--- config.mk ---
export PLATFORM = sky130hd
export DESIGN_NAME = mult4_seq_flat
export DESIGN_NICKNAME = d
export VERILOG_FILES = /design/src/rtl/mult_pkg.sv /design/src/rtl/mult4_seq_if.sv /design/src/rtl/mult_full_adder.sv /design/src/rtl/mult4_seq.sv /design/src/flat_wrapper.sv
export SDC_FILE = /design/constraint.sdc
export NUM_CORES = 1
export LEC_CHECK = 0
export ABC_AREA = 1
export CAP_MARGIN = 15
export CORE_MARGIN = 3
export CORE_UTILIZATION = 42
export CTS_CLUSTER_DIAMETER = 50
export DETAILED_ROUTE_END_ITERATION = 8
export PLACE_DENSITY = 0.72
export SLEW_MARGIN = 20
export SYNTH_ARGS = -nofsm -noshare
export SYNTH_HDL_FRONTEND = slang
export SYNTH_SLANG_ARGS = --single-unit
--- constraint.sdc ---
create_clock -name clk -period 0.8 [get_ports clk]
set_input_delay 0.2 -clock clk [delete_from_list [all_inputs] [get_ports clk]]
set_output_delay 0.2 -clock clk [all_outputs]
set_load 0.02 [all_outputs]
--- src/rtl/mult_pkg.sv ---
// Shared constants for the multiplier family.
//   MULT4_W : operand width of the nibble multiplier
//   PROD_W  : full unsigned product width (2*MULT4_W)
package mult_pkg;
  localparam int MULT4_W = 4;
  localparam int PROD_W  = 2 * MULT4_W;

  function automatic int prod_width(input int w);
    return 2 * w;
  endfunction
endpackage

--- src/rtl/mult4_seq_if.sv ---
// Operand/result bundle for mult4_seq.
//   a, b      : unsigned operands (W bits)
//   in_valid  : operands valid this cycle
//   product   : registered a*b (2*W bits)
//   out_valid : product holds a new result this cycle
// master drives operands, slave (the multiplier) drives results.
interface mult4_seq_if
  import mult_pkg::*;
#(
  parameter int W = MULT4_W
);
  logic [W-1:0]   a;
  logic [W-1:0]   b;
  logic           in_valid;
  logic [2*W-1:0] product;
  logic           out_valid;

  modport master (output a, b, in_valid, input  product, out_valid);
  modport slave  (input  a, b, in_valid, output product, out_valid);
endinterface

--- src/rtl/mult_full_adder.sv ---
// One-bit full adder cell of the array multiplier.
//   a, b, cin -> sum, cout
module mult_full_adder (
  input  logic a,
  input  logic b,
  input  logic cin,
  output logic sum,
  output logic cout
);
  assign sum  = a ^ b ^ cin;
  assign cout = (a & b) | (cin & (a ^ b));
endmodule

--- src/rtl/mult4_seq.sv ---
// Unsigned W x W array multiplier with a single output register.
//   clk, rst_n : rising-edge clock, async active-low reset
//   bus        : slave side of mult4_seq_if (a, b, in_valid in;
//                product, out_valid out), latency exactly one cycle
// AND partial products feed (W-1) ripple-carry rows of full adders;
// each row retires its LSB as one product bit and passes the rest
// (plus its carry) down to the next row.
module mult4_seq
  import mult_pkg::*;
#(
  parameter int W = MULT4_W
) (
  input  logic         clk,
  input  logic         rst_n,
  mult4_seq_if.slave   bus
);
  logic [W-1:0][W-1:0] pp;    // pp[i][j] = a[j] & b[i]
  logic [W-1:0][W-1:0] s;     // running sum after row i
  logic [W-1:0]        rc;    // carry out of row i
  logic [2*W-1:0]      prod_c;
  logic [2*W-1:0]      prod_q;
  logic                vld_q;

  for (genvar i = 0; i < W; i++) begin : g_pp
    assign pp[i] = bus.a & {W{bus.b[i]}};
  end

  // Row 0 is the first partial product unchanged, no carry.
  assign s[0]  = pp[0];
  assign rc[0] = 1'b0;

  for (genvar i = 1; i < W; i++) begin : g_row
    logic [W:0]   cy;
    logic [W-1:0] y;
    assign cy[0] = 1'b0;
    // Previous row shifted right by one; its carry becomes the new MSB.
    assign y     = {rc[i-1], s[i-1][W-1:1]};
    for (genvar j = 0; j < W; j++) begin : g_fa
      mult_full_adder u_fa (
        .a    (pp[i][j]),
        .b    (y[j]),
        .cin  (cy[j]),
        .sum  (s[i][j]),
        .cout (cy[j+1])
      );
    end
    assign rc[i] = cy[W];
  end

  // Low bits retire one per row; the last row supplies the top W+1 bits.
  for (genvar i = 0; i < W-1; i++) begin : g_lo
    assign prod_c[i] = s[i][0];
  end
  assign prod_c[2*W-2:W-1] = s[W-1];
  assign prod_c[2*W-1]     = rc[W-1];

  // product only updates on a valid edge so the last result stays visible.
  always_ff @(posedge clk or negedge rst_n) begin
    if (!rst_n) begin
      prod_q <= '0;
      vld_q  <= 1'b0;
    end else begin
      vld_q <= bus.in_valid;
      if (bus.in_valid) prod_q <= prod_c;
    end
  end

  assign bus.product   = prod_q;
  assign bus.out_valid = vld_q;
endmodule

--- src/flat_wrapper.sv ---
// flat-port wrapper written by rule: the top's interface ports become plain ports
module mult4_seq_flat import mult_pkg::*;
#(
  parameter int W = MULT4_W
)
  (clk, rst_n, bus_a, bus_b, bus_in_valid, bus_product, bus_out_valid);
  mult4_seq_if #(.W(W)) bus_i ();
  input  logic clk;
  input  logic rst_n;
  input wire logic [$bits(bus_i.a)-1:0] bus_a;
  input wire logic [$bits(bus_i.b)-1:0] bus_b;
  input wire logic [$bits(bus_i.in_valid)-1:0] bus_in_valid;
  output wire logic [$bits(bus_i.product)-1:0] bus_product;
  output wire logic [$bits(bus_i.out_valid)-1:0] bus_out_valid;
  assign bus_i.a = bus_a;
  assign bus_i.b = bus_b;
  assign bus_i.in_valid = bus_in_valid;
  assign bus_product = bus_i.product;
  assign bus_out_valid = bus_i.out_valid;
  mult4_seq #(.W(W)) u_core (.clk(clk), .rst_n(rst_n), .bus(bus_i));
endmodule
==> run_results.csv <==
group,metric,value,unit
sta,fin_hold_ws,0.275,ns
power_and_ir_drop,cellPowerDensity,1560,mW/mm2
synth,yosysTopAreaCellShare,33.5,%
outcome,status,"finished, violations left",
final_layout,fin_area,0.00114,mm2
worst_setup_path,start_kind,"primary input",
place,dp_cells,126,
worst_setup_path,arrival,3.42,ns
min_path,min_path_type,"in -> async",
synth,netlist_top_cells_area,"dfrtp_1, fa_1, nand2_1, inv_1, ha_1",
clock_tree,cts_buffers,3,
final_layout,n_antenna_cell,0,
place,place.gp.congestion,0.735,
synth,syn_area,673,um2
sta,period_share,408,%
worst_setup_path,worstSetupPathType,"in -> reg",
global_route,overflow,0,
die,initial_core_util,48.1,%
final_layout,multiInputGateArea,438,um2
synth,yosys_register_bits,9,
route,drt-initial-drc-count,6,
clock_tree,h-tree-depth,1,
clock_tree,clk_pin_slew_worst_paths,0.06,ns
worst_setup_path,cp.required,0.96,ns
final_layout,synthToLayoutAreaGrowth,69.0,%
sta,skew,0,ns
final_layout,fin_cells,135,
place,dp_hpwl,1.30,mm
synth,syn_nets,105,
synth,syn_area_per_cell,8.21,um2
synth,yosys.cell_types.count,8,
synth,yosys_warnings,0,
sta,rsz0062_at_grt,"true",
sta,tightestPinTransition,0.137,ns
sta,maxSlewHeadroom,90.8,%
worst_setup_path,path_max_fanout,3,
global_route,antenna_found_initial,0,
sta,period_needed,3.27,ns
die,rows,13,
worst_setup_path,rrSetupSlack,-0.09,ns
route,drtPass1Iterations,4,
global_route,grt_util_all_layers,20.2,%
synth,synth_seq_area_share,33.5,%
sta,slew_violations,0,
final_layout,seqCellArea,225,um2
clock_tree,root_buffer,"clkbuf_4",
clock_tree,cts.sinks,9,
sta,finalWorstSetupSlack,-2.47,ns
die,die_h,46.0,um
die,die-area,0.00212,mm2
final_layout,drive_gt1_share,48.3,%
outcome,violations,"negative setup slack",
final_layout,n_fill_cell,85,
power_and_ir_drop,ir_drop,0.000865,V
worst_setup_path,crit_path_end_kind,"register",
global_route,grt_max_degree,10,
route,vias_per_cell,4.53,
synth,syn_inst,82,
die,ios,20,
die,coreArea,0.00140,mm2
sta,clock.fmax,306,MHz
final_layout,nets,144,
clock_tree,cts_buffer_depth,2,
sta,final_hold_viol_count,0,
job,cap_viol_max_count,0,
route,final_antenna_net_count,0,
final_layout,final_util,81.3,%
clock_tree,clock_latency,0.26,ns
route,num_vias,612,
global_route,grt_pass1_vias,644,
power_and_ir_drop,p_leak,0.637,nW
route,routed_wl,1.73,mm
die,die_w,46.0,um
sta,setup_viol,16,
route,drt-wirelength-per-cell,12.8,um
place,place_area,998,um2
synth,yosys.area.top_type,"dfrtp_1",
clock_tree,cts_tree,"done",
place,port_buffers,19,
global_route,grt_pass1_wl,2.93,mm
route,drc,0,
sta,finalSetupTns,-12.48,ns
## timing repair
item                                    CTS  global route
hold buffers                              0             0
pin swaps                                18            10
setup buffers                             3             3
gates resized for setup                  91             7
endpoints found under the setup margin   17            15
## per-stage QoR
step	setup slack, ns	total power, W
finish	-2.47	0.00177
global route	-2.56	0.00190
CTS	-2.55	0.00173
detailed placement	-3.31	0.00127
global placement	-3.29	0.00125
floorplan	-2.55	0.000913
## layout by cell type, fill, tap and decap left out
master	n
buf_12	1
buf_4	15
buf_6	10
buf_8	3
clkbuf_1	1
clkbuf_4	3
clkdlybuf4s50_1	4
dfrtp_1	9
dlygate4sd2_1	2
fa_1	2
fa_2	6
ha_1	1
ha_4	3
inv_1	11
inv_2	9
inv_4	1
nand2_1	31
nand2_2	5
nand2_4	2
nand3_1	1
## critical path, cell delays in order
cell and delay, ns:
buf_8 0.08, nand2_4 0.04, inv_2 0.06, ha_4 0.12, inv_2 0.03, fa_2 0.34, fa_2 0.48, fa_2 0.36
fa_2 0.53, inv_2 0.04, fa_2 0.32, inv_2 0.06, fa_2 0.18, inv_2 0.04, fa_1 0.42, nand2_1 0.07
nand2_1 0.05
## report_power, final
part | switching, W | internal, W
logic | 0.000394 | 0.000435
registers | 0.0000538 | 0.000532
clock network | 0.000166 | 0.000193
total | 0.000614 | 0.00116
## path summary, 6_finish.rpt
kind / start / end / depth (start not counted)
setup / recovery: bus_a[1] / u_core.bus.product[6] / 17
hold / removal: rst_n / u_core.bus.product[4] / 2
setup reg to reg: u_core.bus.product[0] / u_core.bus.product[0] / 4
hold reg to reg: u_core.bus.product[1] / u_core.bus.product[1] / 2
max in group asynchronous: rst_n / u_core.bus.product[5] / 2
min in group clk: bus_a[0] / u_core.bus.product[0] / 4
## state kept, by name, indices dropped and copies added (netlist names)
signal and flops:
u_core.bus.out_valid 1, u_core.bus.product 8
## per-layer routing
layer / global-route usage [%] / vias up / routed length (um)
li1: - / 307 / -
met1: 24.8 / 295 / 703
met2: 34.3 / 8 / 964
met3: 4.74 / 2 / 40
met4: 6.82 / 0 / 20
met5: 0 / - / 0
## cell families (layout without fill, tap and decap cells)
logic type | Yosys count | count (layout) | synth area share, %
DFF | 9 | 9 | 33.5
buffers and inverters | 22 | 60 | 13.4
adders and majority gates | 12 | 12 | 31.2
and+or+nand+nor | 39 | 39 | 21.9
## area by class of cell
type,count,share of cell area [%]
multi-input combinational,51,38.5
timing repair buffer,35,30.6
sequential,9,19.8
inverter,21,7.15
clock buffer,4,2.31
tap,15,1.65
## cell usage after synthesis
master and n:
nand3_1 1, fa_1 8, inv_2 1, buf_6 1, dfrtp_1 9, inv_1 20, ha_1 4, nand2_1 38
No activity file was read; power rests on OpenSTA's default activity.
